[config.mk]
export PLATFORM = sky130hd
export DESIGN_NAME = filter_read_addr_gen_flat
export DESIGN_NICKNAME = d
export VERILOG_FILES = /design/src/rtl/filter_read_addr_gen_if.sv /design/src/rtl/filter_read_addr_gen.sv /design/src/flat_wrapper.sv
export SDC_FILE = /design/constraint.sdc
export NUM_CORES = 1
export LEC_CHECK = 0
export BUFFER_PORTS_ARGS = -buffer_cell sky130_fd_sc_hd__buf_4
export CAP_MARGIN = 15
export CELL_PAD_IN_SITES_DETAIL_PLACEMENT = 0
export CELL_PAD_IN_SITES_GLOBAL_PLACEMENT = 1
export CORE_MARGIN = 1.5
export CORE_UTILIZATION = 39
export CTS_BUF_LIST = sky130_fd_sc_hd__clkbuf_8
export CTS_CLUSTER_SIZE = 12
export DETAILED_ROUTE_END_ITERATION = 12
export GPL_ROUTABILITY_DRIVEN = 0
export PLACE_DENSITY_LB_ADDON = 0.1
export SYNTH_ARGS = -nofsm -noshare
export SYNTH_HDL_FRONTEND = slang
export SYNTH_SLANG_ARGS = --single-unit
[constraint.sdc]
create_clock -name clk -period 13.5 [get_ports clk]
set_input_delay 2.025 -clock clk [delete_from_list [all_inputs] [get_ports clk]]
set_output_delay 2.025 -clock clk [all_outputs]
set_load 0.01 [all_outputs]
[src/rtl/filter_read_addr_gen_if.sv]
// filter_read_addr_gen_if
// Read-address bus between the filter read sequencer and the scratchpad
// read port.
//   addr_valid   : read_pointer carries a live address this cycle
//   addr_ready   : consumer accepts read_pointer this cycle
//   read_pointer : scratchpad read address
//   co_filter    : current word is the last of its row
//   filter_end   : current word is the last of the whole filter
//   last_filter  : the filter being walked is the final one
// Modports: master = sequencer side, slave = scratchpad/consumer side.
interface filter_read_addr_gen_if #(
  parameter int ADDR_W = 4
) ();
  logic              addr_valid;
  logic              addr_ready;
  logic [ADDR_W-1:0] read_pointer;
  logic              co_filter;
  logic              filter_end;
  logic              last_filter;

  modport master (
    output addr_valid,
    output read_pointer,
    output co_filter,
    output filter_end,
    output last_filter,
    input  addr_ready
  );

  modport slave (
    input  addr_valid,
    input  read_pointer,
    input  co_filter,
    input  filter_end,
    input  last_filter,
    output addr_ready
  );
endinterface

[src/rtl/filter_read_addr_gen.sv]
// filter_read_addr_gen
// Walks a set of multi-channel filters stored back-to-back in a circular
// scratchpad, one read pointer per cycle under valid/ready, and moves to the
// next filter only when the datapath asks for it with next_filter.
// Ports:
//   clk, rst          : clock, synchronous active-low reset
//   cfg_filter_size   : words per row (per channel)
//   cfg_num_ch        : channels per filter
//   cfg_num_filters   : number of filters to walk
//   cfg_base          : address of word 0 of filter 0
//   cfg_repeat        : wrap back to filter 0 instead of finishing
//   start             : latch configuration and begin (IDLE only)
//   next_filter       : advance to the next filter (WAIT only)
//   busy, done        : activity flag, one-cycle completion pulse
//   cfg_err           : one-cycle pulse when a start is rejected
//   rd                : read-address bus (master side)
module filter_read_addr_gen #(
  parameter int SP_DEPTH = 16,
  parameter int ADDR_W   = $clog2(SP_DEPTH),
  parameter int SIZE_W   = 8,
  parameter int CH_W     = 4
) (
  input  logic                  clk,
  input  logic                  rst,
  input  logic [SIZE_W-1:0]     cfg_filter_size,
  input  logic [CH_W-1:0]       cfg_num_ch,
  input  logic [SIZE_W-1:0]     cfg_num_filters,
  input  logic [ADDR_W-1:0]     cfg_base,
  input  logic                  cfg_repeat,
  input  logic                  start,
  input  logic                  next_filter,
  output logic                  busy,
  output logic                  done,
  output logic                  cfg_err,
  filter_read_addr_gen_if.master rd
);

  localparam logic [1:0] S_IDLE = 2'd0;
  localparam logic [1:0] S_RUN  = 2'd1;
  localparam logic [1:0] S_WAIT = 2'd2;
  localparam logic [1:0] S_DONE = 2'd3;

  localparam int STRIDE_FULL_W = SIZE_W + CH_W;
  localparam int TOTAL_W       = STRIDE_FULL_W + SIZE_W;

  localparam logic [ADDR_W:0]    DEPTH       = (ADDR_W+1)'(SP_DEPTH);
  localparam logic [TOTAL_W-1:0] DEPTH_TOTAL = TOTAL_W'(SP_DEPTH);

  logic [1:0]        state;
  logic [SIZE_W-1:0] fs_q;
  logic [CH_W-1:0]   nch_q;
  logic [SIZE_W-1:0] nf_q;
  logic [ADDR_W-1:0] base_q;
  logic              repeat_q;
  logic [ADDR_W:0]   stride_q;
  logic [ADDR_W-1:0] filter_base;
  logic [ADDR_W-1:0] addr;
  logic [SIZE_W-1:0] point;
  logic [CH_W-1:0]   ch;
  logic [SIZE_W-1:0] filt;
  logic              cfg_err_q;

  logic [STRIDE_FULL_W-1:0] stride_full;
  logic [TOTAL_W-1:0]       total_words;
  logic                     cfg_bad;
  logic                     last_point;
  logic                     last_ch;
  logic                     in_run;
  logic                     fend;

  // Circular add: both operands are below/at the depth, so one conditional
  // subtraction of the one-bit-wider sum is enough to wrap.
  function automatic logic [ADDR_W-1:0] mod_add(input logic [ADDR_W-1:0] a,
                                                input logic [ADDR_W:0]   b);
    logic [ADDR_W:0] sum;
    sum = {1'b0, a} + b;
    if (sum >= DEPTH) sum = sum - DEPTH;
    return sum[ADDR_W-1:0];
  endfunction

  // Start-time validation. The products are kept full width so an oversized
  // configuration cannot alias into a small-looking stride; only the start
  // path uses multipliers, the address walk is pure adds.
  assign stride_full = {{CH_W{1'b0}}, cfg_filter_size} * {{SIZE_W{1'b0}}, cfg_num_ch};
  assign total_words = {{SIZE_W{1'b0}}, stride_full} *
                       {{STRIDE_FULL_W{1'b0}}, cfg_num_filters};
  assign cfg_bad = (cfg_filter_size == '0) || (cfg_num_ch == '0) ||
                   (cfg_num_filters == '0) || ({1'b0, cfg_base} >= DEPTH) ||
                   (total_words > DEPTH_TOTAL);

  // Position flags decoded from registered counters.
  assign in_run     = (state == S_RUN);
  assign last_point = (point == fs_q - SIZE_W'(1));
  assign last_ch    = (ch == nch_q - CH_W'(1));
  assign fend       = in_run && last_point && last_ch;

  assign rd.addr_valid   = in_run;
  assign rd.read_pointer = addr;
  assign rd.co_filter    = in_run && last_point;
  assign rd.filter_end   = fend;
  assign rd.last_filter  = ((state == S_RUN) || (state == S_WAIT)) &&
                           (filt == nf_q - SIZE_W'(1));

  assign busy    = (state != S_IDLE);
  assign done    = (state == S_DONE);
  assign cfg_err = cfg_err_q;

  // Main sequencer: configuration latch, address/point/channel walk, filter
  // advance and repeat wrap.
  always_ff @(posedge clk) begin
    if (!rst) begin
      state       <= S_IDLE;
      fs_q        <= '0;
      nch_q       <= '0;
      nf_q        <= '0;
      base_q      <= '0;
      repeat_q    <= 1'b0;
      stride_q    <= '0;
      filter_base <= '0;
      addr        <= '0;
      point       <= '0;
      ch          <= '0;
      filt        <= '0;
      cfg_err_q   <= 1'b0;
    end else begin
      cfg_err_q <= 1'b0;
      case (state)
        S_IDLE: begin
          if (start) begin
            if (cfg_bad) begin
              cfg_err_q <= 1'b1;
            end else begin
              fs_q        <= cfg_filter_size;
              nch_q       <= cfg_num_ch;
              nf_q        <= cfg_num_filters;
              base_q      <= cfg_base;
              repeat_q    <= cfg_repeat;
              stride_q    <= (ADDR_W+1)'(stride_full);
              filter_base <= cfg_base;
              addr        <= cfg_base;
              point       <= '0;
              ch          <= '0;
              filt        <= '0;
              state       <= S_RUN;
            end
          end
        end
        S_RUN: begin
          if (rd.addr_ready) begin
            addr <= mod_add(addr, (ADDR_W+1)'(1));
            if (last_point) begin
              point <= '0;
              ch    <= ch + CH_W'(1);
            end else begin
              point <= point + SIZE_W'(1);
            end
            if (fend) state <= S_WAIT;
          end
        end
        S_WAIT: begin
          if (next_filter) begin
            point <= '0;
            ch    <= '0;
            if (filt != nf_q - SIZE_W'(1)) begin
              filt        <= filt + SIZE_W'(1);
              filter_base <= mod_add(filter_base, stride_q);
              addr        <= mod_add(filter_base, stride_q);
              state       <= S_RUN;
            end else if (repeat_q) begin
              filt        <= '0;
              filter_base <= base_q;
              addr        <= base_q;
              state       <= S_RUN;
            end else begin
              state <= S_DONE;
            end
          end
        end
        default: begin
          state <= S_IDLE;
        end
      endcase
    end
  end

endmodule

[src/flat_wrapper.sv]
// flat-port wrapper written by rule: the top's interface ports become plain ports
module filter_read_addr_gen_flat 
#(
  parameter int SP_DEPTH = 16,
  parameter int ADDR_W   = $clog2(SP_DEPTH),
  parameter int SIZE_W   = 8,
  parameter int CH_W     = 4
)
  (clk, rst, cfg_filter_size, cfg_num_ch, cfg_num_filters, cfg_base, cfg_repeat, start, next_filter, busy, done, cfg_err, rd_addr_valid, rd_read_pointer, rd_co_filter, rd_filter_end, rd_last_filter, rd_addr_ready);
  filter_read_addr_gen_if #(.ADDR_W(ADDR_W)) rd_i ();
  input  logic clk;
  input  logic rst;
  input  logic [SIZE_W-1:0] cfg_filter_size;
  input  logic [CH_W-1:0] cfg_num_ch;
  input  logic [SIZE_W-1:0] cfg_num_filters;
  input  logic [ADDR_W-1:0] cfg_base;
  input  logic cfg_repeat;
  input  logic start;
  input  logic next_filter;
  output logic busy;
  output logic done;
  output logic cfg_err;
  output wire logic [$bits(rd_i.addr_valid)-1:0] rd_addr_valid;
  output wire logic [$bits(rd_i.read_pointer)-1:0] rd_read_pointer;
  output wire logic [$bits(rd_i.co_filter)-1:0] rd_co_filter;
  output wire logic [$bits(rd_i.filter_end)-1:0] rd_filter_end;
  output wire logic [$bits(rd_i.last_filter)-1:0] rd_last_filter;
  input wire logic [$bits(rd_i.addr_ready)-1:0] rd_addr_ready;
  assign rd_addr_valid = rd_i.addr_valid;
  assign rd_read_pointer = rd_i.read_pointer;
  assign rd_co_filter = rd_i.co_filter;
  assign rd_filter_end = rd_i.filter_end;
  assign rd_last_filter = rd_i.last_filter;
  assign rd_i.addr_ready = rd_addr_ready;
  filter_read_addr_gen #(.SP_DEPTH(SP_DEPTH), .ADDR_W(ADDR_W), .SIZE_W(SIZE_W), .CH_W(CH_W)) u_core (.clk(clk), .rst(rst), .cfg_filter_size(cfg_filter_size), .cfg_num_ch(cfg_num_ch), .cfg_num_filters(cfg_num_filters), .cfg_base(cfg_base), .cfg_repeat(cfg_repeat), .start(start), .next_filter(next_filter), .busy(busy), .done(done), .cfg_err(cfg_err), .rd(rd_i));
endmodule
; ---- Word level (Yosys, flattened, before mapping)
; Cells that the tools add are included.
; W data, S select, Z words.
[totals]
ff_bits = 61
in_bits = 30
output_inout_bits = 11
wordCells = 99
[classes]
addsub = 10
multipliers = 2
n_lt_le_gt_ge = 3
eq_ne = 14
n_mux = 35
n_bitwise = 1
n_reduce_logical = 21
[op_table]
columns = op, count
row1 = $mux W8, 8
row2 = $mux W4, 13
row3 = $pmux W4 S3, 2
row4 = $pmux W8 S3, 1
row5 = $gt A20 B5 Y1 const B, 1
row6 = $mul A12 B8 Y20, 1
row7 = $add A8 B1 Y8 const B, 2
row8 = $eq A8 B8 Y1, 2
row9 = $logic_not A8 Y1, 2
row10 = $pmux W8 S2, 1
row11 = $sub A8 B1 Y8 const B, 2
row12 = $reduce_and A5 Y1, 3
row13 = $mux W2, 7
row14 = $mul A8 B4 Y12, 1
row15 = $reduce_and A6 Y1, 2
row16 = $sub A4 B1 Y4 const B, 3
row17 = $ge A5 B5 Y1 const B, 2
row18 = $ne A2 B2 Y1 const B, 5
row19 = $ne A8 B8 Y1, 1
row20 = $pmux W4 S2, 1
row21 = $pmux W2 S3, 1
row22 = $reduce_and A3 Y1, 2
row23 = $add A4 B1 Y5 const B, 1
row24 = $add A4 B5 Y5, 1
row25 = 14 further kinds, 21

; ---- Depth between registers and ports, before layout
; Gate-level depths: netlist (run 1).
[depth]
ltp_word = 7
depth_mapped = 34
ltp_nobuf = 31

; ---- Least setup slack after synthesis (run 1)
; No wires, ideal clock.
[synth_path]
path_type = input to register
start = input cfg_num_ch[3]
end = register u_core.stride_q[3]
t_arrival_ns = 9.862
required_time_ns = 13.372
path_slack_ns = 3.510
stages = 33
n_path_buf = 3
path_cell_list = clkbuf_1 nand2_1 fa_1 fa_1 inv_1 ha_1 a21o_1 a21oi_1 o21bai_1 a21oi_1 o21bai_1 a21oi_1 mux2i_1 nand3_1 and2_1 fa_1 fa_1 fa_1 inv_1 fa_1 inv_1 ha_1 nand2_1 nor2_1 a31oi_2 or4b_1 a31oi_1 o2111ai_1 nor4_1 buf_2 buf_4 mux2i_1 nor2_1
[synth_between]
elab_chain_len = 6
word_cells_on_any_way = 9
cone_classes = mul (2) / order compare (1) / bitwise (1) / reduce/logical (5)
[synth_rtl]
columns = element, line_no
row1 = from (decl), flat_wrapper.sv:14  ; input logic [CH_W-1:0] cfg_num_ch;
row2 = $mul A8 B4 Y12 / $logic_not A4 Y1 (equally long branches), "filter_read_addr_gen.sv:84, filter_read_addr_gen.sv:87"
row3 = $mul A12 B8 Y20 / $logic_or A1 B1 Y1 (equally long branches), "filter_read_addr_gen.sv:85, filter_read_addr_gen.sv:87"
row4 = $gt A20 B5 Y1 / $logic_or A1 B1 Y1 (equally long branches), "filter_read_addr_gen.sv:89, filter_read_addr_gen.sv:87"
row5 = $logic_or A1 B1 Y1, filter_read_addr_gen.sv:88  ; (cfg_num_filters == '0) || ({1'b0, cfg_base} >= DEPTH) ||
row6 = $not A1 Y1 (no source line), n/a
row7 = $reduce_and A3 Y1 (no source line), n/a
row8 = to (signal assigned), filter_read_addr_gen.sv:138  ; stride_q <= (ADDR_W+1)'(stride_full);
row9 = to (decl), filter_read_addr_gen.sv:55  ; logic [ADDR_W:0] stride_q;
; Several ways; a longest one is shown, not always the timed one.
; A chain may end at the register's enable or synchronous reset.

; ---- Final worst setup path (run 1)
[layout_path]
start = input cfg_filter_size[0]
end = register u_core.filt[0]
[layout_between]
elab_chain_len = 6
word_cells_on_any_way = 9
cone_classes = mul (2) / order compare (1) / eq/ne (1) / reduce/logical (5)
[layout_rtl]
columns = element, line_no
row1 = from (decl), flat_wrapper.sv:13  ; input logic [SIZE_W-1:0] cfg_filter_size;
row2 = $mul A8 B4 Y12 / $logic_not A8 Y1 (equally long branches), "filter_read_addr_gen.sv:84, filter_read_addr_gen.sv:87"
row3 = $mul A12 B8 Y20 / $logic_or A1 B1 Y1 (equally long branches), "filter_read_addr_gen.sv:85, filter_read_addr_gen.sv:87"
row4 = $gt A20 B5 Y1 / $logic_or A1 B1 Y1 (equally long branches), "filter_read_addr_gen.sv:89, filter_read_addr_gen.sv:87"
row5 = $logic_or A1 B1 Y1 (*), filter_read_addr_gen.sv:88
row6 = $ne A2 B2 Y1 (no source line) (*), n/a
row7 = $reduce_and A5 Y1 (no source line) (*), n/a
row8 = to (signal assigned), filter_read_addr_gen.sv:165  ; filt <= filt + SIZE_W'(1);
row9 = to (decl), filter_read_addr_gen.sv:60  ; logic [SIZE_W-1:0] filt;
; Mark *: on every way between the ends. The rest lies on a longest branch, timed or not.

==> results of run 1 <==
final cells by class:
class | count | area (sq um)
Fill cell | 2043 | 11000
Multi-Input combinational cell | 708 | 5880
Sequential cell | 60 | 1200
Inverter | 119 | 447
Timing Repair Buffer | 47 | 353
Tap cell | 265 | 332
Clock buffer | 11 | 151
Clock inverter | 4 | 72.6
synth_stat cells, types with 10 or more instances:
| cell | n |
|---|---|
| sky130_fd_sc_hd__a21oi_1 | 38 |
| sky130_fd_sc_hd__and2_1 | 86 |
| sky130_fd_sc_hd__and3_1 | 19 |
| sky130_fd_sc_hd__clkbuf_1 | 26 |
| sky130_fd_sc_hd__dfxtp_1 | 60 |
| sky130_fd_sc_hd__fa_1 | 73 |
| sky130_fd_sc_hd__ha_1 | 71 |
| sky130_fd_sc_hd__inv_1 | 118 |
| sky130_fd_sc_hd__mux2i_1 | 41 |
| sky130_fd_sc_hd__nand2_1 | 78 |
| sky130_fd_sc_hd__nand3_1 | 24 |
| sky130_fd_sc_hd__nor2_1 | 69 |
| sky130_fd_sc_hd__nor3_1 | 13 |
| sky130_fd_sc_hd__nor4_1 | 12 |
| sky130_fd_sc_hd__o21a_1 | 10 |
| sky130_fd_sc_hd__o21ai_0 | 15 |
| sky130_fd_sc_hd__o31ai_1 | 12 |
| sky130_fd_sc_hd__xnor2_1 | 28 |
| sky130_fd_sc_hd__xor2_1 | 20 |
cells by family after synthesis:
group / synth area share [%]
xor gates and xnor gates: 5.48
and+or+nand+nor: 22.2
AOI/OAI and AO/OA: 12.9
buffers and inverters: 7.70
adders and majority gates: 30.6
muxes: 5.50
DFF: 15.7
worst max-delay path by stage:
stage | slack, ns | depth (start not counted) | to
after floorplan | 3.51 | 33 | u_core.stride_q[3]
after global placement | 2.96 | 32 | u_core.filt[0]
after detailed placement | 2.80 | 32 | u_core.state[0]
after CTS | 3.16 | 32 | u_core.filt[0]
after global routing | 2.68 | 32 | u_core.state[0]
final | 3.17 | 32 | u_core.filt[0]
layer usage:
metal	part of all wire, %	GRT usage [%]	vias to the layer above
met1	52	29.2	3029
met4	0.61	3.17	0
met3	2.8	2.95	11
li1	-	-	3139
met2	44	32.1	72
met5	0	0	-
registers in the layout, summed over array words and instances, names as in the netlist, 8 cells and up:
signal	flops
u_core.filt	8
u_core.fs_q	8
u_core.nf_q	8
u_core.point	8
worst max-delay path: cells and delay by family:
kind	cells	cell delay, ns
AOI/OAI and AO/OA	11	2.22
adders and majority gates	8	3.72
buffers and inverters	5	0.53
muxes	1	0.22
and+or+nand+nor	7	1.88
power groups by stage:
| stage | Clock, uW | Sequential (uW) | Combinational, uW |
|---|---|---|---|
| after global routing | 201 | 185 | 2030 |
| after floorplan | 0 | 189 | 1380 |
| final | 187 | 184 | 1780 |
| after CTS | 193 | 184 | 1780 |
| after detailed placement | 0 | 188 | 1770 |
| after global placement | 0 | 189 | 1780 |
placed cells by master (no fill, tap or decap), types with 4 or more instances in the layout:
cell type and n:
sky130_fd_sc_hd__a31oi_1 4, sky130_fd_sc_hd__nor2_1 69, sky130_fd_sc_hd__o211ai_1 9, sky130_fd_sc_hd__clkbuf_8 11
sky130_fd_sc_hd__dfxtp_1 60, sky130_fd_sc_hd__nand3_1 24, sky130_fd_sc_hd__nand2_1 78, sky130_fd_sc_hd__a32o_1 4
sky130_fd_sc_hd__xnor2_1 28, sky130_fd_sc_hd__fa_1 73, sky130_fd_sc_hd__o31a_1 4, sky130_fd_sc_hd__inv_1 118
sky130_fd_sc_hd__a211oi_1 5, sky130_fd_sc_hd__buf_4 47, sky130_fd_sc_hd__o21ai_0 15, sky130_fd_sc_hd__ha_1 71
sky130_fd_sc_hd__and2_1 86, sky130_fd_sc_hd__o31ai_1 12, sky130_fd_sc_hd__or4_1 5, sky130_fd_sc_hd__nor3b_1 4
sky130_fd_sc_hd__nor4_1 11, sky130_fd_sc_hd__mux2i_1 41, sky130_fd_sc_hd__and3_1 19, sky130_fd_sc_hd__nor3_1 13
sky130_fd_sc_hd__o21a_1 10, sky130_fd_sc_hd__xor2_1 20, sky130_fd_sc_hd__o21bai_1 5, sky130_fd_sc_hd__a21o_1 7
sky130_fd_sc_hd__a21oi_1 38, sky130_fd_sc_hd__nand4_1 4
metrics by stage:
stage	std cells	total power [uW]	worst slack [ns]	hold WS, ns	util [%]
finish	1214	2150	3.17	0.473	43.5
global route	1214	2410	2.68	0.507	43.5
CTS	1214	2160	3.16	0.478	43.5
detailed placement	1199	1960	2.80	0.468	42.4
global placement	1199	1970	2.96	0.461	42.4
floorplan	922	1560	3.51	0.443	-
==> tab_implementation.tex, run 1 <==
\begin{tabular}{lr}
\hline
Metric & Value \\
\hline
\multicolumn{2}{l}{\textbf{Worst setup path}} \\
Crit Path Class & input port to register \\
Worst Path Max Fanout & 25 \\
Most common cell type on the critical path & sky130\_fd\_sc\_hd\_\_fa\_1 \\
Worst Setup SP & cfg\_filter\_size[0] \\
Worst reg2reg path endpoint & u\_core.filt[5] \\
Required @ worst endpoint & 13.78 ns \\
Setup slack of the most critical reg-to-reg path & 10.24 ns \\
Critical Path Source Type & input port \\
Data arrival time of the worst path & 10.61 ns \\
Cells on worst reg2reg path & 8 \\
Element type at the critical path end & register \\
Longest individual stage delay on the worst path & 0.55 ns \\
CP max-delay cell & sky130\_fd\_sc\_hd\_\_or4b\_1 \\
Startpoint of the lowest-slack register-to-register path & u\_core.nf\_q[0] \\
\multicolumn{2}{l}{\textbf{Place}} \\
Detailed Place HPWL & 15.3 mm \\
Total cell area at the placement stage & 8220 sq um \\
Port-buffer cells & 40 \\
\multicolumn{2}{l}{\textbf{STA}} \\
Final Max Tran Viols & 0 \\
Setup-violating endpoint count in the final report & 0 \\
Clock skew after layout & 0.00930 ns \\
Post-layout minimum cycle time & 10.33 ns \\
Actual slew at the worst max-slew pin & 0.850 ns \\
Peak clock frequency supported by timing & 96.8 MHz \\
Final hold viol count & 0 \\
Unrepaired setup endpoints after global routing & no \\
Setup TNS after final layout & 0 ns \\
Fraction of the cycle the final worst path needs & 76.6\% \\
Max\_slew headroom & 43.0\% \\
\multicolumn{2}{l}{\textbf{Min path}} \\
Count of cells along the worst hold path & 2 \\
HP Start & u\_core.filter\_base[0] \\
Hold path endpoint & u\_core.filter\_base[0] \\
Type of the tightest min-delay check & register to register \\
\multicolumn{2}{l}{\textbf{Power}} \\
Leakage & 0.00385 uW \\
Worst vdd rail ir drop & 0.000181 V \\
Switch share & 52.9\% \\
Sequential Power Share & 8.6\% \\
Power Dens Cells & 254 nW/um\^{}2 \\
Cell-internal power & 1010 uW \\
Combinational power share & 82.7\% \\
Clk pwr share & 8.7\% \\
Switching power & 1140 uW \\
\multicolumn{2}{l}{\textbf{Detailed routing}} \\
Total wirelength of the detailed-routed design & 19.6 mm \\
Pre-antenna DRT Iters & 5 \\
Vias after detailed routing & 6251 \\
Average detailed-routed wire length per instance & 16.1 um \\
DRC violations left & 0 \\
Residual antenna-violating net count after detailed routing & 0 \\
Count of routing violations after the opening detailed-route iteration & 270 \\
Via count normalized by instance count & 5.15 \\
\multicolumn{2}{l}{\textbf{Synth}} \\
Share of the synthesized area in the top cell type & 19.1\% \\
Most common flop cell mapped by yosys & sky130\_fd\_sc\_hd\_\_dfxtp\_1 \\
Synth Warn \# & 0 \\
Cells taking the most area after synthesis & sky130\_fd\_sc\_hd\_\_fa\_1 19\%, sky130\_fd\_sc\_hd\_\_dfxtp\_1 16\%, sky130\_fd\_sc\_hd\_\_ha\_1 12\% \\
Synth Net Count & 1096 \\
Share of flip-flops with an asynchronous set or reset after synthesis & 0\% \\
Number of synthesized flops with an enable pin & 0 \\
Cell Area, Synth & 7670 sq um \\
Yosys top cell by area & sky130\_fd\_sc\_hd\_\_fa\_1 \\
Fraction of the yosys area taken by sequential cells & 15.7\% \\
Flop and latch count out of synthesis & 60 \\
Mean post-synth cell area & 8.32 sq um \\
Cell count after synthesis & 922 \\
Number of distinct library cell variants in the gate-level netlist after synthesis & 62 \\
\multicolumn{2}{l}{\textbf{GRT}} \\
Number of global-route vias before repair & 6181 \\
Leftover overflow at the end of global routing & 0 \\
Initial antenna violation count & 0 \\
Total routing usage reported by global routing & 20.1\% \\
Pin count of the biggest net entering global routing & 43 \\
First-pass GRT wire length & 32.5 mm \\
\multicolumn{2}{l}{\textbf{Run}} \\
Number of maximum-capacitance violations & 0 \\
\multicolumn{2}{l}{\textbf{Clocking}} \\
H-tree Lvls & 3 \\
Post-CTS setup buffers & 0 \\
CTS tree & yes \\
Number of buffers added by the clock tree synthesis step & 9 \\
Count of clock tree sinks & 60 \\
Post-CTS clock slew at the launch and capture registers of the worst setup and hold paths & 0.07 ns \\
Clock latency of the later-clocked register in the worst-skew pair & 0.35 ns \\
Post-CTS Hold Buffers & 0 \\
Count of instances resized after the clock tree is built & 0 \\
Clock tree root buffer cell & sky130\_fd\_sc\_hd\_\_clkbuf\_8 \\
Buffer depth of the longest clock path & 2 \\
\multicolumn{2}{l}{\textbf{Floorplanning}} \\
Die Area & 20500 sq um \\
Starting Density & 39.5\% \\
Vert. Die Dim & 143 um \\
Core region area & 19400 sq um \\
DIE WIDTH & 143 um \\
FP Rows & 51 \\
Num ports & 41 \\
\multicolumn{2}{l}{\textbf{Final layout}} \\
Layout cells sized above 1 & 7.59\% \\
Post-synthesis to final-layout area growth & 10.1\% \\
Post-Layout Inst Area & 8440 sq um \\
N\_diodes & 0 \\
Net count, final & 1119 \\
\multicolumn{2}{l}{\textbf{Status}} \\
Result of the run & complete, no violations \\
\hline
\end{tabular}
No activity file was read; power rests on OpenSTA's default activity.
==> run 2: changes to the inputs <==
==> constraint.sdc (replaced) <==
create_clock -name clk -period 10.6 [get_ports clk]
set_input_delay 1.59 -clock clk [delete_from_list [all_inputs] [get_ports clk]]
set_output_delay 1.59 -clock clk [all_outputs]
set_load 0.01 [all_outputs]
==> tab_implementation.tex, run 2 (same netlist as run 1, synthesis figures left out) <==
\begin{tabular}{lr}
\hline
Metric & Value \\
\hline
\multicolumn{2}{l}{\textbf{Final layout}} \\
Layout cells sized above 1 & 7.76\% \\
N\_diodes & 0 \\
Most common cell after layout, fill and taps aside & sky130\_fd\_sc\_hd\_\_inv\_1 \\
Number of standard cells in the layout, taps in and fillers out & 1218 \\
Post-synthesis to final-layout area growth & 10.3\% \\
Most used cells in the layout excluding fill and tap cells & 120 x sky130\_fd\_sc\_hd\_\_inv\_1, 86 x sky130\_fd\_sc\_hd\_\_and2\_1, 78 x sky130\_fd\_sc\_hd\_\_nand2\_1 \\
Net count, final & 1122 \\
\multicolumn{2}{l}{\textbf{Place}} \\
Minimum setup slack after placement & 0.221 ns \\
Detailed Place HPWL & 15.4 mm \\
Port-buffer cells & 40 \\
Total placed cells including tap cells & 1202 \\
\multicolumn{2}{l}{\textbf{Clocking}} \\
Post-CTS setup buffers & 0 \\
Number of buffers added by the clock tree synthesis step & 9 \\
Clock latency of the later-clocked register in the worst-skew pair & 0.35 ns \\
Post-CTS clock slew at the launch and capture registers of the worst setup and hold paths & 0.07 ns \\
H-tree Lvls & 3 \\
Buffer depth of the longest clock path & 2 \\
Clock tree root buffer cell & sky130\_fd\_sc\_hd\_\_clkbuf\_8 \\
CTS tree & yes \\
Count of clock tree sinks & 60 \\
Count of instances resized after the clock tree is built & 0 \\
Post-CTS Hold Buffers & 0 \\
\multicolumn{2}{l}{\textbf{GRT}} \\
Number of global-route vias before repair & 6204 \\
Initial antenna violation count & 0 \\
Total routing usage reported by global routing & 20.1\% \\
Pin count of the biggest net entering global routing & 42 \\
First-pass GRT wire length & 32.2 mm \\
Leftover overflow at the end of global routing & 0 \\
\multicolumn{2}{l}{\textbf{Detailed routing}} \\
Pre-antenna DRT Iters & 4 \\
Vias after detailed routing & 6252 \\
DRC violations left & 0 \\
Via count normalized by instance count & 5.13 \\
Residual antenna-violating net count after detailed routing & 0 \\
Average detailed-routed wire length per instance & 16.0 um \\
Count of routing violations after the opening detailed-route iteration & 284 \\
Total wirelength of the detailed-routed design & 19.4 mm \\
\multicolumn{2}{l}{\textbf{Floorplanning}} \\
Vert. Die Dim & 143 um \\
FP Rows & 51 \\
Starting Density & 39.5\% \\
Core region area & 19400 sq um \\
DIE WIDTH & 143 um \\
Die Area & 20500 sq um \\
Num ports & 41 \\
\multicolumn{2}{l}{\textbf{Worst setup path}} \\
Required @ worst endpoint & 10.89 ns \\
Worst Path Max Fanout & 15 \\
Critical Path Source Type & input port \\
Element type at the critical path end & register \\
Crit Path Class & input port to register \\
Worst Setup SP & cfg\_filter\_size[0] \\
Data arrival time of the worst path & 10.30 ns \\
Most common cell type on the critical path & sky130\_fd\_sc\_hd\_\_fa\_1 \\
CP max-delay cell & sky130\_fd\_sc\_hd\_\_o41a\_1 \\
Longest individual stage delay on the worst path & 0.64 ns \\
Startpoint of the lowest-slack register-to-register path & u\_core.nf\_q[0] \\
\multicolumn{2}{l}{\textbf{STA}} \\
Clock skew after layout & 0.00843 ns \\
Setup-violating endpoint count in the final report & 0 \\
Setup TNS after final layout & 0 ns \\
Peak clock frequency supported by timing & 99.9 MHz \\
Hold Worst Slack & 0.471 ns \\
Fraction of the cycle the final worst path needs & 94.5\% \\
PnR worst setup slack & 0.585 ns \\
Final hold viol count & 0 \\
Final Max Tran Viols & 0 \\
Max\_slew headroom & 41.6\% \\
Unrepaired setup endpoints after global routing & no \\
Actual slew at the worst max-slew pin & 0.871 ns \\
Post-layout minimum cycle time & 10.01 ns \\
\multicolumn{2}{l}{\textbf{Status}} \\
Result of the run & complete, no violations \\
\multicolumn{2}{l}{\textbf{Power}} \\
Worst vdd rail ir drop & 0.000226 V \\
Power Dens Cells & 325 nW/um\^{}2 \\
Leakage & 0.00387 uW \\
\multicolumn{2}{l}{\textbf{Min path}} \\
Type of the tightest min-delay check & register to register \\
HP Start & u\_core.filter\_base[0] \\
\multicolumn{2}{l}{\textbf{Run}} \\
Number of maximum-capacitance violations & 0 \\
\hline
\end{tabular}
[run 2: layout make-up]
cell class / instances / area (sq um)
Fill cell: 2028 / 10900
Sequential cell: 60 / 1200
Multi-Input combinational cell: 708 / 5880
Tap cell: 265 / 332
Timing Repair Buffer: 50 / 375
Clock buffer: 10 / 138
Inverter: 119 / 447
Clock inverter: 6 / 80.1
[run 2: final timing paths]
check                           depth (start not counted)               endpoint  slack, ns
worst max-delay path                                   32        u_core.point[1]       0.59
worst min-delay path                                    2  u_core.filter_base[0]       0.47
worst max register to register                          8         u_core.filt[4]       7.32
worst min register to register                          2  u_core.filter_base[0]       0.47
[run 2: power breakdown]
part	leakage, uW	switching (uW)	internal (uW)
clock network	0.000115	93.2	137
registers	0.000483	5.00	230
logic	0.00327	1360	927
total	0.00387	1460	1290
[run 2: worst max-delay path: cells and delay by family]
family                   cells  cell delay (ns)
AO/OA/AOI/OAI               10             2.35
adder cells (fa/ha/maj)      8             3.68
multiplexers                 2             0.43
AND/OR/NAND/NOR              7             1.62
buffers and inverters        5             0.60
[run 2: per-layer routing]
layer  vias up  global-route usage, %  routed length [um]
li1       3150                      -                   -
met1      3005                   29.8               10100
met2        85                   31.4                8590
met3        12                   3.15                 635
met4         0                   3.01                 116
met5         -                      0                   0
[run 2: metrics by stage]
stage / util (%) / total power (uW) / area [sq um]
2_1_floorplan: - / 1990 / 7670
3_3_place_gp: 42.5 / 2560 / 8240
3_5_place_dp: 42.5 / 2530 / 8240
4_1_cts: 43.6 / 2790 / 8460
5_1_grt: 43.6 / 3100 / 8460
6_report: 43.6 / 2750 / 8460
==> run 3: changes to the inputs <==
--- a/config.mk
+++ b/config.mk
@@ -15,6 +15,7 @@
 export CTS_CLUSTER_SIZE = 12
 export DETAILED_ROUTE_END_ITERATION = 12
 export GPL_ROUTABILITY_DRIVEN = 0
+export MAX_ROUTING_LAYER = met4
 export PLACE_DENSITY_LB_ADDON = 0.1
 export SYNTH_ARGS = -nofsm -noshare
 export SYNTH_HDL_FRONTEND = slang
==> constraint.sdc (replaced) <==
create_clock -name clk -period 8.51 [get_ports clk]
set_input_delay 1.2765 -clock clk [delete_from_list [all_inputs] [get_ports clk]]
set_output_delay 1.2765 -clock clk [all_outputs]
set_load 0.01 [all_outputs]
==> tab_implementation.tex, run 3 (same netlist as run 1, synthesis figures left out) <==
\begin{tabular}{lr}
\hline
Metric & Value \\
\hline
\multicolumn{2}{l}{\textbf{Detailed routing}} \\
Pre-antenna DRT Iters & 4 \\
Residual antenna-violating net count after detailed routing & 0 \\
Average detailed-routed wire length per instance & 15.4 um \\
DRC violations left & 0 \\
Count of routing violations after the opening detailed-route iteration & 259 \\
Via count normalized by instance count & 5.08 \\
Vias after detailed routing & 6689 \\
Total wirelength of the detailed-routed design & 20.2 mm \\
\multicolumn{2}{l}{\textbf{STA}} \\
Post-layout minimum cycle time & 8.47 ns \\
Setup-violating endpoint count in the final report & 0 \\
Clock skew after layout & 0.0113 ns \\
Unrepaired setup endpoints after global routing & yes \\
Setup TNS after final layout & 0 ns \\
Peak clock frequency supported by timing & 118 MHz \\
Fraction of the cycle the final worst path needs & 99.5\% \\
Max\_slew headroom & 34.7\% \\
Actual slew at the worst max-slew pin & 0.973 ns \\
Final hold viol count & 0 \\
Final Max Tran Viols & 0 \\
\multicolumn{2}{l}{\textbf{Min path}} \\
Type of the tightest min-delay check & register to register \\
Count of cells along the worst hold path & 2 \\
Hold path endpoint & u\_core.filter\_base[0] \\
HP Start & u\_core.filter\_base[0] \\
\multicolumn{2}{l}{\textbf{Worst setup path}} \\
Cells on worst reg2reg path & 8 \\
Startpoint of the lowest-slack register-to-register path & u\_core.nf\_q[0] \\
Worst reg2reg path endpoint & u\_core.filt[5] \\
Cell family contributing the most delay on the critical path & adder cells \\
Setup slack of the most critical reg-to-reg path & 5.12 ns \\
Critical Path Source Type & input port \\
Worst Path Max Fanout & 8 \\
Required @ worst endpoint & 8.79 ns \\
Most common cell type on the critical path & sky130\_fd\_sc\_hd\_\_fa\_1 \\
CP max-delay cell & sky130\_fd\_sc\_hd\_\_or4b\_4 \\
Data arrival time of the worst path & 8.75 ns \\
Longest individual stage delay on the worst path & 0.58 ns \\
Crit Path Class & input port to register \\
Element type at the critical path end & register \\
Worst path bufs/invs & 4 \\
\multicolumn{2}{l}{\textbf{Final layout}} \\
Most common cell after layout, fill and taps aside & sky130\_fd\_sc\_hd\_\_buf\_4 \\
Post-synthesis to final-layout area growth & 26.8\% \\
Number of standard cells in the layout, taps in and fillers out & 1316 \\
Most used cells in the layout excluding fill and tap cells & 133 x sky130\_fd\_sc\_hd\_\_buf\_4, 113 x sky130\_fd\_sc\_hd\_\_inv\_1, 79 x sky130\_fd\_sc\_hd\_\_and2\_1 \\
Area of combinational cells with multiple inputs & 6330 sq um \\
Filler cell count in the final layout & 1921 \\
Total area of sequential cells & 1200 sq um \\
Layout cells sized above 1 & 22.9\% \\
Net count, final & 1219 \\
\multicolumn{2}{l}{\textbf{Clocking}} \\
Clock tree root buffer cell & sky130\_fd\_sc\_hd\_\_clkbuf\_8 \\
Buffer depth of the longest clock path & 2 \\
Post-CTS Hold Buffers & 0 \\
Post-CTS clock slew at the launch and capture registers of the worst setup and hold paths & 0.07 ns \\
H-tree Lvls & 3 \\
Number of buffers added by the clock tree synthesis step & 9 \\
CTS tree & yes \\
Clock latency of the later-clocked register in the worst-skew pair & 0.36 ns \\
Count of clock tree sinks & 60 \\
\multicolumn{2}{l}{\textbf{Floorplanning}} \\
FP Rows & 51 \\
DIE WIDTH & 143 um \\
Num ports & 41 \\
Die Area & 20500 sq um \\
Core region area & 19400 sq um \\
Starting Density & 39.5\% \\
Vert. Die Dim & 143 um \\
\multicolumn{2}{l}{\textbf{GRT}} \\
Initial antenna violation count & 0 \\
Pin count of the biggest net entering global routing & 45 \\
First-pass GRT wire length & 33.1 mm \\
Number of global-route vias before repair & 6577 \\
Total routing usage reported by global routing & 20.9\% \\
Leftover overflow at the end of global routing & 0 \\
\multicolumn{2}{l}{\textbf{Run}} \\
Number of maximum-capacitance violations & 0 \\
\multicolumn{2}{l}{\textbf{Place}} \\
Port-buffer cells & 40 \\
Total placed cells including tap cells & 1285 \\
Detailed Place HPWL & 15.9 mm \\
\multicolumn{2}{l}{\textbf{Status}} \\
Result of the run & complete, no violations \\
\hline
\end{tabular}
[run 3: how the worst max path moves through the flow]
stage / from / end / slack [ns] / cells after the start
finish: cfg_num_ch[2] / u_core.state[0] / 0.04 / 31
global route: cfg_num_ch[2] / u_core.filter_base[2] / -0.27 / 34
detailed placement: cfg_num_ch[3] / u_core.filt[6] / -0.69 / 30
floorplan: cfg_num_ch[3] / u_core.state[0] / -0.17 / 31
CTS: cfg_filter_size[2] / u_core.state[0] / -0.02 / 30
global placement: cfg_filter_size[1] / u_core.filt[1] / -0.70 / 31
[run 3: worst register-to-register path, delay by kind of cell (launching register included)]
kind            cells  cell delay, ns
flops               1            0.36
compound gates      5            1.73
simple gates        3            1.21
[run 3: repair_timing]
item	CTS	global route
gates resized for setup	17	57
cloned	0	2
pin swaps	20	26
setup endpoints to repair	59	59
setup buffers	4	8
[run 3: final cells by class]
| cell class | count | area share [%] |
|---|---|---|
| clock buffers | 10 | 1.41 |
| diodes | 1 | 0.0257 |
| clock inverters | 6 | 0.810 |
| flip-flops and latches | 60 | 12.3 |
| multi-input cells | 708 | 65.1 |
| well taps | 265 | 3.41 |
| repair buffers | 147 | 12.3 |
| inverters | 119 | 4.59 |
[run 3: metal layers]
metal	GRT usage, %	up-vias	routed length (um)	share of wire (%)
met5	-	-	0	0
met4	4.24	0	242	1.2
met3	2.82	21	832	4.1
met2	33.3	123	9270	46
met1	28.6	3198	9860	49
li1	-	3347	-	-
[run 3: per-stage QoR]
step | setup WS, ns | utilization (%) | hold slack [ns] | area [sq um]
finish | 0.0434 | 50.1 | 0.483 | 9730
global route | -0.269 | 50.1 | 0.502 | 9720
CTS | -0.0168 | 48.4 | 0.486 | 9380
detailed placement | -0.688 | 46.6 | 0.476 | 9040
global placement | -0.705 | 46.6 | 0.473 | 9040
floorplan | -0.170 | - | 0.443 | 7900
Power of run 3 is left out: the tool's default activity adds up to more than one toggle a clock period on the data nets, which glitch-free logic cannot reach.
